**src/rtl/ising_run_ctrl_if.sv**
```systemverilog
// Control bus between the AXI register block and the Ising run sequencer.
//   master (software side): start, abort, run_cycles, wr_req -> ; <- wr_grant, busy, done,
//                           spins, spins_valid
//   slave  (sequencer)    : the mirror image of master
interface ising_run_ctrl_if #(
  parameter int unsigned N     = 8,
  parameter int unsigned CNT_W = 32
) ();

  logic             start;
  logic             abort;
  logic [CNT_W-1:0] run_cycles;
  logic             wr_req;
  logic             wr_grant;
  logic             busy;
  logic             done;
  logic [N-1:0]     spins;
  logic             spins_valid;

  modport master (
    output start, abort, run_cycles, wr_req,
    input  wr_grant, busy, done, spins, spins_valid
  );

  modport slave (
    input  start, abort, run_cycles, wr_req,
    output wr_grant, busy, done, spins, spins_valid
  );

endinterface

```
**src/rtl/ising_run_ctrl.sv**
```systemverilog
// Run sequencer for the coupled-oscillator Ising array.
// Holds the oscillators in reset, releases them for a programmed number of cycles, then
// majority-votes each spin's phase against the reference oscillator and reports the result.
// Weight writes are only granted while idle.
// Ports:
//   clk, rst    : single clock, synchronous active-high reset
//   bus         : control bus (start/abort/run_cycles/wr_req in; wr_grant/busy/done/spins out)
//   phase_in    : asynchronous per-spin oscillator phases
//   ref_in      : asynchronous reference oscillator phase
//   ising_rstn  : registered oscillator reset to the array (low = held)
module ising_run_ctrl #(
  parameter int unsigned N           = 8,
  parameter int unsigned CNT_W       = 32,
  parameter int unsigned RST_CYCLES  = 4,
  parameter int unsigned NUM_SAMPLES = 7,
  parameter int unsigned SYNC_STAGES = 2
) (
  input  logic            clk,
  input  logic            rst,
  ising_run_ctrl_if.slave bus,
  input  logic [N-1:0]    phase_in,
  input  logic            ref_in,
  output logic            ising_rstn
);

  localparam int unsigned SW = $clog2(NUM_SAMPLES + 1);
  localparam logic [SW:0] NsCmp = NUM_SAMPLES[SW:0];

  typedef enum logic [2:0] {StIdle, StHold, StRun, StSample, StDone} state_e;

  state_e                 state_q, state_d;
  logic [CNT_W-1:0]       len_q, len_d;    // run length latched at start
  logic [CNT_W-1:0]       tmr_q, tmr_d;    // shared down-counter for HOLD/RUN/SAMPLE
  logic [N-1:0][SW-1:0]   cnt_q, cnt_d;    // per-spin mismatch counts
  logic [N-1:0]           spins_q, spins_d;
  logic                   valid_q, valid_d;
  logic                   rstn_q, rstn_d;

  logic [SYNC_STAGES-1:0][N:0] sync_q;
  logic [N-1:0]                phase_sync;
  logic                        ref_sync;

  // Free-running synchronizers; reference shares the same depth so lags match.
  always_ff @(posedge clk) begin
    sync_q[0] <= {ref_in, phase_in};
    for (int s = 1; s < SYNC_STAGES; s++) begin
      sync_q[s] <= sync_q[s-1];
    end
  end

  assign {ref_sync, phase_sync} = sync_q[SYNC_STAGES-1];

  always_comb begin
    state_d = state_q;
    len_d   = len_q;
    tmr_d   = tmr_q;
    cnt_d   = cnt_q;
    spins_d = spins_q;
    valid_d = valid_q;
    unique case (state_q)
      StIdle: begin
        if (bus.start && !bus.abort) begin
          state_d = StHold;
          len_d   = bus.run_cycles;
          tmr_d   = CNT_W'(RST_CYCLES);
          valid_d = 1'b0;
        end
      end
      StHold: begin
        if (tmr_q == CNT_W'(1)) begin
          if (len_q == '0) begin
            state_d = StSample;
            tmr_d   = CNT_W'(NUM_SAMPLES);
            cnt_d   = '0;
          end else begin
            state_d = StRun;
            tmr_d   = len_q;
          end
        end else begin
          tmr_d = tmr_q - CNT_W'(1);
        end
      end
      StRun: begin
        if (tmr_q == CNT_W'(1)) begin
          state_d = StSample;
          tmr_d   = CNT_W'(NUM_SAMPLES);
          cnt_d   = '0;
        end else begin
          tmr_d = tmr_q - CNT_W'(1);
        end
      end
      StSample: begin
        for (int i = 0; i < N; i++) begin
          if (phase_sync[i] ^ ref_sync) cnt_d[i] = cnt_q[i] + SW'(1);
        end
        if (tmr_q == CNT_W'(1)) begin
          // Resolve from cnt_d so the final sample is included; lands with the DONE entry.
          state_d = StDone;
          tmr_d   = '0;
          valid_d = 1'b1;
          for (int i = 0; i < N; i++) begin
            spins_d[i] = {cnt_d[i], 1'b0} > NsCmp;
          end
        end else begin
          tmr_d = tmr_q - CNT_W'(1);
        end
      end
      StDone: begin
        state_d = StIdle;
      end
      default: begin
        state_d = StIdle;
      end
    endcase
    if (bus.abort && (state_q != StIdle)) begin
      state_d = StIdle;
      tmr_d   = '0;
      spins_d = spins_q;
      valid_d = valid_q;
    end
  end

  // Oscillators run only while the next state is RUN or SAMPLE; registered to avoid glitches.
  assign rstn_d = (state_d == StRun) || (state_d == StSample);

  always_ff @(posedge clk) begin
    if (rst) begin
      state_q <= StIdle;
      len_q   <= '0;
      tmr_q   <= '0;
      cnt_q   <= '0;
      spins_q <= '0;
      valid_q <= 1'b0;
      rstn_q  <= 1'b0;
    end else begin
      state_q <= state_d;
      len_q   <= len_d;
      tmr_q   <= tmr_d;
      cnt_q   <= cnt_d;
      spins_q <= spins_d;
      valid_q <= valid_d;
      rstn_q  <= rstn_d;
    end
  end

  assign ising_rstn      = rstn_q;
  assign bus.busy        = (state_q != StIdle);
  assign bus.done        = (state_q == StDone);
  assign bus.spins       = spins_q;
  assign bus.spins_valid = valid_q;
  // Never grant in the cycle a run is accepted.
  assign bus.wr_grant    = bus.wr_req && (state_q == StIdle) && !bus.start;

endmodule
```
**src/flat_wrapper.sv**
```systemverilog
// flat-port wrapper written by rule: the top's interface ports become plain ports
module ising_run_ctrl_flat 
#(
  parameter int unsigned N           = 8,
  parameter int unsigned CNT_W       = 32,
  parameter int unsigned RST_CYCLES  = 4,
  parameter int unsigned NUM_SAMPLES = 7,
  parameter int unsigned SYNC_STAGES = 2
)
  (clk, rst, phase_in, ref_in, ising_rstn, bus_start, bus_abort, bus_run_cycles, bus_wr_req, bus_wr_grant, bus_busy, bus_done, bus_spins, bus_spins_valid);
  ising_run_ctrl_if #(.N(N), .CNT_W(CNT_W)) bus_i ();
  input  logic clk;
  input  logic rst;
  input  logic [N-1:0] phase_in;
  input  logic ref_in;
  output logic ising_rstn;
  input wire logic [$bits(bus_i.start)-1:0] bus_start;
  input wire logic [$bits(bus_i.abort)-1:0] bus_abort;
  input wire logic [$bits(bus_i.run_cycles)-1:0] bus_run_cycles;
  input wire logic [$bits(bus_i.wr_req)-1:0] bus_wr_req;
  output wire logic [$bits(bus_i.wr_grant)-1:0] bus_wr_grant;
  output wire logic [$bits(bus_i.busy)-1:0] bus_busy;
  output wire logic [$bits(bus_i.done)-1:0] bus_done;
  output wire logic [$bits(bus_i.spins)-1:0] bus_spins;
  output wire logic [$bits(bus_i.spins_valid)-1:0] bus_spins_valid;
  assign bus_i.start = bus_start;
  assign bus_i.abort = bus_abort;
  assign bus_i.run_cycles = bus_run_cycles;
  assign bus_i.wr_req = bus_wr_req;
  assign bus_wr_grant = bus_i.wr_grant;
  assign bus_busy = bus_i.busy;
  assign bus_done = bus_i.done;
  assign bus_spins = bus_i.spins;
  assign bus_spins_valid = bus_i.spins_valid;
  ising_run_ctrl #(.N(N), .CNT_W(CNT_W), .RST_CYCLES(RST_CYCLES), .NUM_SAMPLES(NUM_SAMPLES), .SYNC_STAGES(SYNC_STAGES)) u_core (.clk(clk), .rst(rst), .bus(bus_i), .phase_in(phase_in), .ref_in(ref_in), .ising_rstn(ising_rstn));
endmodule
```
**config.mk**
```make
export PLATFORM = sky130hd
export DESIGN_NAME = ising_run_ctrl_flat
export DESIGN_NICKNAME = d
export VERILOG_FILES = /design/src/rtl/ising_run_ctrl_if.sv /design/src/rtl/ising_run_ctrl.sv /design/src/flat_wrapper.sv
export SDC_FILE = /design/constraint.sdc
export NUM_CORES = 1
export LEC_CHECK = 0
export ABC_AREA = 1
export CORE_MARGIN = 2
export CORE_UTILIZATION = 45
export DETAILED_ROUTE_END_ITERATION = 10
export DONT_BUFFER_PORTS = 1
export PLACE_DENSITY_LB_ADDON = 0.08
export SLEW_MARGIN = 20
export SYNTH_ARGS = -nofsm -noshare
export SYNTH_HDL_FRONTEND = slang
export SYNTH_SLANG_ARGS = --single-unit
```
**constraint.sdc**
```tcl
create_clock -name clk -period 2.2 [get_ports clk]
set_input_delay 0.44 -clock clk [delete_from_list [all_inputs] [get_ports clk]]
set_output_delay 0.44 -clock clk [all_outputs]
set_load 0.01 [all_outputs]
```
* After elaboration in Yosys (flattened, before gate mapping) *
Index checks and enable logic that the tools add are counted.

storage, ports and cells
  input port bits = 46
  bits in registers = 119
  output and inout port bits = 13
  word-level logic and storage cells = 109

operators by class
  $lt $le $gt $ge = 8
  mux-type cells = 36
  eq/ne operators = 12
  bitwise gates (word level) = 9
  reduce and logical (&&, ||, !) cells = 19
  add/sub/neg operators = 9

operators by type and width
  operator                                            count
  two-way mux 32 bit                                  5
  case mux 32 bit (4 select lines)                    1
  two-way mux 24 bit                                  3
  case mux 24 bit (3 select lines)                    1
  two-way mux 3 bit                                   21
  == test 32 x 1 -> 1 bit, second input constant      1
  > comparator 4 x 3 -> 1 bit, second input constant  8
  zero test 32 bit                                    1
  subtractor 32 x 1 -> 32 bit, second input constant  1
  adder 3 x 1 -> 3 bit, second input constant         8
  == test 3 x 2 -> 1 bit, second input constant       4
  case mux 3 bit (4 select lines)                     1
  != test 2 x 1 -> 1 bit, second input constant       5
  AND reduction 4 bit                                 2
  bitwise XOR 1 bit                                   8
  nonzero test 3 bit                                  2
  logical AND 1 bit                                   4
  AND reduction 2 bit                                 2
  nonzero test 4 bit                                  1
  == test 3 x 1 -> 1 bit, second input constant       1
  == test 3 bit, second input constant                1
  zero test 3 bit                                     1
  two-way mux 1 bit                                   3
  AND reduction 3 bit                                 1
  6 further kinds                                     7

* Depth between registers and ports, before layout *
Gate-level depths: netlist of run 1.

  depth after elaboration = 7
  mapped depth = 14
  gate-level depth less buffers = 14

* Worst setup path before layout of run 1 *
No wires, ideal clock.

  path type = reg-to-reg
  start point = reg u_core.tmr_q[0]
  end point = reg u_core.tmr_q[28]
  period minus slack after synthesis = 1584 ps
  setup time = 128 ps
  path buffers = 0
  setup slack = 616 ps
  cell stages (with the launch flop) = 12
  required time = 2072 ps
  data arrival time = 1456 ps
  cells stage by stage = dfxtp_1 -> inv_1 -> ha_1 -> nand2_2 -> nor2_4 -> nand2_2 -> nor2_2 -> nand2_1 -> nor3_1 -> nor2_1 -> nor2_1 -> nor2_1

between the ends
  cells in the longest elaborated chain, start to end = 3
  elaborated cells on any way between the ends = 6

RTL lines
  element                                                                        RTL line                                                          RTL
  start, declared                                                                ising_run_ctrl.sv:33                                              logic [CNT_W-1:0] tmr_q, tmr_d;
  start signal, assigned                                                         ising_run_ctrl.sv:138                                             tmr_q <= tmr_d;
  subtractor 32 x 1 -> 32 bit / == test 32 x 1 -> 1 bit (equally long branches)  n/a
  two-way mux 32 bit, on equally long branches                                   ising_run_ctrl.sv:96, ising_run_ctrl.sv:70, ising_run_ctrl.sv:84
  case mux 32 bit (4 select lines) *                                             ising_run_ctrl.sv:60                                              unique case (state_q)

Mark *: on every way between the ends. The rest lies on a longest branch, timed or not.
A chain may end at the register's enable or synchronous reset.

* Worst setup path in the final report of run 1 *
Ends and elaborated chain as after synthesis.

==> results of run 1 <==
## per-layer routing
layer	GRT usage (%)	wire length, um	up-vias
met4	8.62	269	0
met2	38.5	8020	138
met3	6.55	1070	24
met5	0	0	-
met1	28.4	7150	2610
li1	-	-	2905
## worst paths after layout
kind / startpoint / endpoint
worst min-delay path: phase_in[0] / u_core.sync_q[0]$_DFF_P_
worst max-delay path: u_core.tmr_q[0]$_SDFFE_PP0P_ / u_core.tmr_q[28]$_SDFFE_PP0P_
worst min register to register: u_core.sync_q[1]$_DFF_P_ / u_core.phase_sync[1]$_DFF_P_
worst max register to register: u_core.tmr_q[0]$_SDFFE_PP0P_ / u_core.tmr_q[28]$_SDFFE_PP0P_
## cell families (layout without fill, tap and decap cells)
family                   after synthesis  after routing
AND/OR/NAND/NOR                      503            503
multiplexers                           8              8
buffers and inverters                126            137
XOR/XNOR                              20             20
adder cells (fa/ha/maj)               10             10
flip-flops                           119            119
AO/OA/AOI/OAI                        129            129
## cells in the final DEF (no fill, tap or decap), types with 9 or more instances in the layout
cell type	synthesis	layout
a21oi_1	63	63
clkbuf_16	0	17
dfxtp_1	119	119
ha_1	10	10
inv_1	87	87
inv_2	9	9
nand2_1	220	219
nand2_2	10	11
nand3_1	78	78
nor2_1	123	123
nor2_2	12	12
nor2_4	11	11
o21ai_0	47	47
o21ai_1	14	13
or2_2	18	18
xnor2_1	9	9
xor2_1	11	11
## cells in the mapped netlist, drive strengths merged (3+ instances only)
master	instances	share of area, %
mux2	8	1.4
xnor2	9	1.3
o21bai	3	0.36
nor2	147	11
ha	10	2.0
and2	9	0.90
dfxtp	119	38
o21ai	61	4.9
or2	18	1.8
nand2	233	15
buf	17	1.8
nand3	81	6.8
a21oi	64	5.2
clkbuf	13	0.78
nor3	7	0.64
inv	96	5.8
nand4	6	0.70
xor2	11	1.5
## power groups by stage
stage	combinational, mW	clock, mW	sequential [mW]
floorplan	0.993	0	2.37
global placement	1.23	0	2.39
detailed placement	1.25	0	2.40
CTS	1.25	2.82	2.35
global route	1.41	2.94	2.36
finish	1.26	2.79	2.35
## cell type report
| type | instances | area (um^2) |
|---|---|---|
| clock inverters | 15 | 168 |
| well taps | 180 | 225 |
| clock buffers | 17 | 425 |
| repair buffers | 9 | 80.1 |
| multi-input cells | 670 | 3360 |
| inverters | 96 | 360 |
| flip-flops and latches | 119 | 2380 |
| fillers | 1391 | 6720 |
## state kept, by name, indices dropped and copies added (netlist names)
signal                  flops
u_core.phase_sync           8
u_core.ising_rstn           1
u_core.bus.spins            8
u_core.bus.spins_valid      1
u_core.cnt_q               24
u_core.len_q               32
u_core.ref_sync             1
u_core.tmr_q               32
u_core.state_q              3
u_core.sync_q               9
## metrics by stage
step | setup WS, ns | cells | instance area, um^2
after floorplan | 0.616 | 915 | 6250
after global placement | 0.328 | 1074 | 6410
after detailed placement | 0.291 | 1074 | 6410
after CTS | 0.281 | 1106 | 7000
after global routing | 0.0913 | 1106 | 7000
final | 0.255 | 1106 | 7000
==> out/metrics.cfg, run 1 <==
[run_status]
status=finished clean

[route]
drt_wl_total_mm=16.5
drc_errors=0
wl_per_cell_um=14.9
drtIter0Drc=388
dr.pass1.iters=5
vias=5677
antenna_left=0
viasPerCell=5.13

[yosys]
ys_ff_latch=119
syn_inst=915
synthAdderAreaFrac_pct=2.00
synth.mux.area_fraction_pct=1.44
synth_cell_types=37
synthesis.area_um2=6250
synth-edff-count=0
synth_top_flop_cell=dfxtp_1
synth_xor_area_share_pct=2.80
synth_compound_gate_area_share_pct=10.6
ys_warn_count=0
synth_area_per_cell_um2=6.84
async_flop_share_pct=0
seq_area_frac_synth_pct=38.1
syn_nets=971
synth_top_family_by_area=simple AND/OR/NAND/NOR gates
synth-simple-area-share_pct=36.7

[critical_path]
critPathArrivalTime_ns=2.26
critPathMaxStageDelay_ns=0.35
critical_path.endpoint_type=flop
critical_path_buf_inv_count=1
cp_slowest_cell=dfxtp_1
start_kind=flop
reg2reg_slack_ns=0.26
crit_family=simple AND/OR/NAND/NOR gates
cp_common_cell=nor2_1
ff2ff_path_depth=11
setup.worst_path.class=reg2reg
worstPathCellList=inv_1 > ha_1 > nand2_2 > nor2_4 > nand2_2 > nor2_2 > nand2_1 > nor3_1 > nor2_1 > nor2_1 > nor2_1
path_max_fanout=5
path_depth=11
cp.required_ns=2.52

[grt]
gr-total-overflow=0
grt_pass1_vias=5237
grtUsageTotal_pct=23.1
grt_first_pass_wirelength_mm=26.4
antenna_found_initial=0
grt_max_degree=45

[floorplan]
coreArea_um2=13700
die-width_um=122
initial_utilization_pct=45.6
dieArea_um2=14900
row_count=43
die_y_um=122
io_pins=59

[sta]
finalClockSkew_ns=0.0103
rsz0062_at_grt=no
finalHoldViolCount=0
setup_violations=0
fmax_mhz=514
tightestPinTransition_ns=0.664
maxSlewHeadroom_pct=55.6
period_share_pct=88.4
tns_ns=0
maxSlewViolCount=0
hold_ws_ns=0.0310
layout_min_cycle_time_ns=1.94

[clocking]
ctsHtreeMaxLevel=4
cts_root_buf=clkbuf_16
cts_sinks=119
post_cts_buffers=0
cts_buffers=17
cts_hold_buf=0
cts_tree=yes
clk_pin_slew_worst_paths_ns=0.06
clock_latency_ns=0.43
cts_resized=0
clockBufferDepth=2

[min_path]
hold_class=in2reg
hold_path_depth=0

[pwr]
finalPower_mw=6.41
power.density_nw_per_um2=916
pwr-share-comb_pct=19.7
p_int_mw=4.36
p_sw_mw=2.05
power_frac_seq_pct=36.7
worst_ir_drop_vdd_mv=0.561
leakagePower_nw=3.11
clkPwrFrac_pct=43.6
swShare_pct=32.0

[cells_and_area]
final_util_pct=51.0
antenna_cells=0
area_delta_synth_final_pct=11.9
nNetsFinal=969
drive_gt1_share_pct=13.2

[place]
io_buffers=0
gp_routability_congestion=0.974
dp_hpwl_mm=12.3

[flow_run]
max-cap-violations=0

Note: power is estimated with default switching activity, not from simulation.
==> run 2: changes to the inputs <==
- RECOVER_POWER: default -> 50
==> out/metrics.cfg, run 2 (synthesized netlist as in run 1, its figures left out) <==
[flow_run]
max-cap-violations=0

[floorplan]
die_y_um=122
initial_utilization_pct=45.6
row_count=43
coreArea_um2=13700
io_pins=59
dieArea_um2=14900
die-width_um=122

[cells_and_area]
nNetsFinal=969
area_delta_synth_final_pct=11.8
nFillCells=1391
instances_no_fill=1106
final_cell_mix=nand2_1 (221), nor2_1 (124), dfxtp_1 (119), inv_1 (87), nand3_1 (78)
finalInstanceArea_um2=6990
final_util_pct=51.0
largestRegisters=u_core.len_q x32, u_core.tmr_q x32, u_core.cnt_q x24
final_common_cell=nand2_1
drive_gt1_share_pct=12.9
antenna_cells=0

[clocking]
clk_pin_slew_worst_paths_ns=0.06
cts_resized=0
clockBufferDepth=2
ctsHtreeMaxLevel=4
post_cts_buffers=0
cts_sinks=119
cts_hold_buf=0
cts_root_buf=clkbuf_16
cts_tree=yes
cts_buffers=17
clock_latency_ns=0.43

[critical_path]
start_kind=flop
setup.worst_path.class=reg2reg
ff2ff_path_depth=11
cp.required_ns=2.52
critical_path.endpoint_type=flop
critPathArrivalTime_ns=2.26
r2r-end=u_core.tmr_q[28]$_SDFFE_PP0P_
path_max_fanout=5
reg2reg_from=u_core.tmr_q[0]$_SDFFE_PP0P_
reg2reg_slack_ns=0.26

[place]
dp_hpwl_mm=12.3
dpl.cell_count=1074
dp_slack_ns=0.291
gp_routability_congestion=0.974
placed_area_um2=6410
io_buffers=0

[route]
drc_errors=0
antenna_left=0
vias=5663
drt_wl_total_mm=16.5
drtIter0Drc=374
wl_per_cell_um=14.9
viasPerCell=5.12
dr.pass1.iters=5

[sta]
finalClockSkew_ns=0.0108
rsz0062_at_grt=no
tns_ns=0
layout_min_cycle_time_ns=1.94
setup_violations=0
tightestPinTransition_ns=0.663
fmax_mhz=515
maxSlewHeadroom_pct=55.6
finalHoldViolCount=0
maxSlewViolCount=0
period_share_pct=88.3
worst_slack_ns=0.257

[grt]
gr-total-overflow=0
grt_max_degree=45
antenna_found_initial=1
grtUsageTotal_pct=23.1
grt_first_pass_wirelength_mm=26.4
grt_pass1_vias=5237

[min_path]
hold_path_depth=0
min_from=phase_in[0]
whs_endpoint=u_core.sync_q[0]$_DFF_P_
hold_class=in2reg

[pwr]
leakagePower_nw=3.11
worst_ir_drop_vdd_mv=0.560
power.density_nw_per_um2=915

[run_status]
status=finished clean

## run 2: cell count changes in the layout (fill, tap and decap cells not counted)
cell     delta
nand2_1     +2
nand2_2     -2
nor2_1      +1
nor2_2      -1
o21ai_0     +4
o21ai_1     -4
## run 2: cell type report
type	count	area, um^2	share of cell area, %
Clock buffer	17	425	6.08
Timing Repair Buffer	9	80.1	1.15
Tap cell	180	225	3.22
Multi-Input combinational cell	670	3350	47.9
Sequential cell	119	2380	34.1
Clock inverter	15	168	2.40
Inverter	96	360	5.15
## run 2: metal layers
layer	track usage, %	share of wire (%)
met1	28.4	44
met3	6.55	6.1
met2	38.5	49
met4	8.62	1.7
met5	0	0
## run 2: how the worst max path moves through the flow
| stage | from | to | slack [ns] | depth (start not counted) |
|---|---|---|---|---|
| 2_1_floorplan | u_core.tmr_q[0]$_SDFFE_PP0P_ | u_core.tmr_q[28]$_SDFFE_PP0P_ | 0.62 | 11 |
| 3_3_place_gp | u_core.tmr_q[0]$_SDFFE_PP0P_ | u_core.tmr_q[28]$_SDFFE_PP0P_ | 0.33 | 11 |
| 3_5_place_dp | u_core.tmr_q[0]$_SDFFE_PP0P_ | u_core.tmr_q[28]$_SDFFE_PP0P_ | 0.29 | 11 |
| 4_1_cts | u_core.tmr_q[0]$_SDFFE_PP0P_ | u_core.tmr_q[28]$_SDFFE_PP0P_ | 0.28 | 11 |
| 5_1_grt | u_core.state_q[2]$_SDFF_PP0_ | u_core.bus.spins_valid$_SDFFE_PP0P_ | 0.08 | 7 |
| 6_report | u_core.tmr_q[0]$_SDFFE_PP0P_ | u_core.tmr_q[28]$_SDFFE_PP0P_ | 0.26 | 11 |
## run 2: critical path: stages, from the launching register on
cell and delay [ns]:
dfxtp_1 0.35, inv_1 0.13, ha_1 0.26, nand2_2 0.14, nor2_4 0.21, nand2_2 0.12, nor2_2 0.16, nand2_1 0.09
nor3_1 0.14, nor2_1 0.08, nor2_1 0.10, nor2_1 0.04
## run 2: through the flow
stage | total power [mW] | hold WS (ns)
floorplan | 3.36 | 0.310
global placement | 3.62 | 0.311
detailed placement | 3.64 | 0.312
CTS | 6.42 | 0.0284
global route | 6.71 | 0.0194
finish | 6.40 | 0.0293
## run 2: report_power, final
| part | switching [mW] | internal, mW | leakage, nW |
|---|---|---|---|
| Clock | 1.11 | 1.69 | 0.279 |
| Combinational | 0.847 | 0.409 | 1.85 |
| Sequential | 0.0908 | 2.26 | 0.974 |
| Total | 2.05 | 4.36 | 3.11 |
==> run 3: changes to the inputs <==
- CORE_MARGIN: 2 -> default
==> out/metrics.cfg, run 3 (synthesized netlist as in run 1, its figures left out) <==
[route]
drc_errors=0
antenna_left=0
vias=5782
viasPerCell=5.25
drtIter0Drc=463
wl_per_cell_um=15.4
drt_wl_total_mm=17.0
dr.pass1.iters=5

[sta]
tightestPinTransition_ns=0.547
finalHoldViolCount=0
setup_violations=0
worst_slack_ns=0.213
tns_ns=0
finalClockSkew_ns=0.0110
period_share_pct=90.3
hold_ws_ns=0.0440
layout_min_cycle_time_ns=1.99
rsz0062_at_grt=no
maxSlewHeadroom_pct=63.4
maxSlewViolCount=0
fmax_mhz=503

[place]
io_buffers=0
dp_hpwl_mm=12.7
gp_routability_congestion=0.940
dp_slack_ns=0.242

[grt]
grtUsageTotal_pct=25.4
met3_usage_pct=5.89
use_met1_pct=33.5
grt_pass1_vias=5509
gr-usage-met2_pct=39.5
busiest_layer=met2
grt_first_pass_wirelength_mm=28.0
antenna_found_initial=0
grt_max_degree=63
gr-total-overflow=0

[run_status]
status=finished clean

[pwr]
power.density_nw_per_um2=941
leakagePower_nw=3.12
worst_ir_drop_vdd_mv=0.492

[critical_path]
critPathArrivalTime_ns=2.29
start_kind=flop
reg2reg_from=u_core.tmr_q[0]$_SDFFE_PP0P_
startpoint=u_core.tmr_q[0]$_SDFFE_PP0P_
critical_path.endpoint_type=flop
crit_path_end=u_core.tmr_q[26]$_SDFFE_PP0P_
setup.worst_path.class=reg2reg
cp.required_ns=2.50
reg2reg_slack_ns=0.21
ff2ff_path_depth=9
path_max_fanout=5
r2r-end=u_core.tmr_q[26]$_SDFFE_PP0P_

[flow_run]
max-cap-violations=0

[cells_and_area]
nNetsFinal=969
antenna_cells=0
final_cell_mix=nand2_1 (221), nor2_1 (125), dfxtp_1 (119), inv_1 (88), nand3_1 (78)
largestRegisters=u_core.len_q x32, u_core.tmr_q x32, u_core.cnt_q x24
drive_gt1_share_pct=12.4
final_common_cell=nand2_1
area_delta_synth_final_pct=12.4

[clocking]
cts_root_buf=clkbuf_16
post_cts_buffers=0
clk_pin_slew_worst_paths_ns=0.06
cts_sinks=119
cts_resized=0
cts_buffers=17
cts_tree=yes
clockBufferDepth=2
ctsHtreeMaxLevel=4
cts_hold_buf=0
clock_latency_ns=0.42

[floorplan]
row_count=42
io_pins=59
coreArea_um2=13400
dieArea_um2=14400
die_y_um=120
initial_utilization_pct=46.7
die-width_um=120

[min_path]
hold_class=in2reg
min_from=phase_in[0]

[run 3: critical path, stage by stage (launching register included)]
cell and delay [ns]:
dfxtp_1 0.34, inv_1 0.12, ha_1 0.24, nand2_2 0.14
nor2_4 0.22, nand4_1 0.28, nor3b_1 0.30, nor2_1 0.06
nor2_1 0.12, nor2_1 0.05
[run 3: worst min path at each step]
| stage | end | slack [ns] | depth (start not counted) |
|---|---|---|---|
| 5_1_grt | u_core.sync_q[8]$_DFF_P_ | 0.02 | 0 |
| 2_1_floorplan | u_core.phase_sync[0]$_DFF_P_ | 0.31 | 0 |
| 4_1_cts | u_core.sync_q[7]$_DFF_P_ | 0.03 | 0 |
| 3_3_place_gp | u_core.phase_sync[1]$_DFF_P_ | 0.31 | 0 |
| 6_report | u_core.sync_q[0]$_DFF_P_ | 0.04 | 0 |
| 3_5_place_dp | u_core.phase_sync[5]$_DFF_P_ | 0.31 | 0 |
[run 3: metal layers]
layer | wire length (um) | vias to the layer above | part of all wire (%)
li1 | - | 2917 | -
met1 | 7800 | 2640 | 46
met2 | 7790 | 196 | 46
met3 | 976 | 29 | 5.7
met4 | 441 | 0 | 2.6
met5 | 0 | - | 0
[run 3: layout make-up]
type,instances,area [um^2]
multi-input combinational,670,3350
fill,1369,6370
sequential,119,2380
inverter,96,360
timing repair buffer,9,80.1
clock buffer,19,443
clock inverter,13,194
tap,176,220
[run 3: report_power, final]
| group | internal [mW] | leakage [nW] | switching, mW | total, mW |
|---|---|---|---|---|
| clock | 1.94 | 0.297 | 1.05 | 2.99 |
| sequential | 2.26 | 0.974 | 0.0869 | 2.35 |
| combinational | 0.407 | 1.85 | 0.868 | 1.28 |
[run 3: stage by stage]
stage          cell area [um^2]  power [mW]  utilization, %  std cells
2_1_floorplan              6250        3.36               -        915
3_3_place_gp               6400        3.65            47.8       1070
3_5_place_dp               6400        3.66            47.8       1070
4_1_cts                    7040        6.65            52.5       1102
5_1_grt                    7030        6.94            52.5       1102
6_report                   7030        6.61            52.5       1102
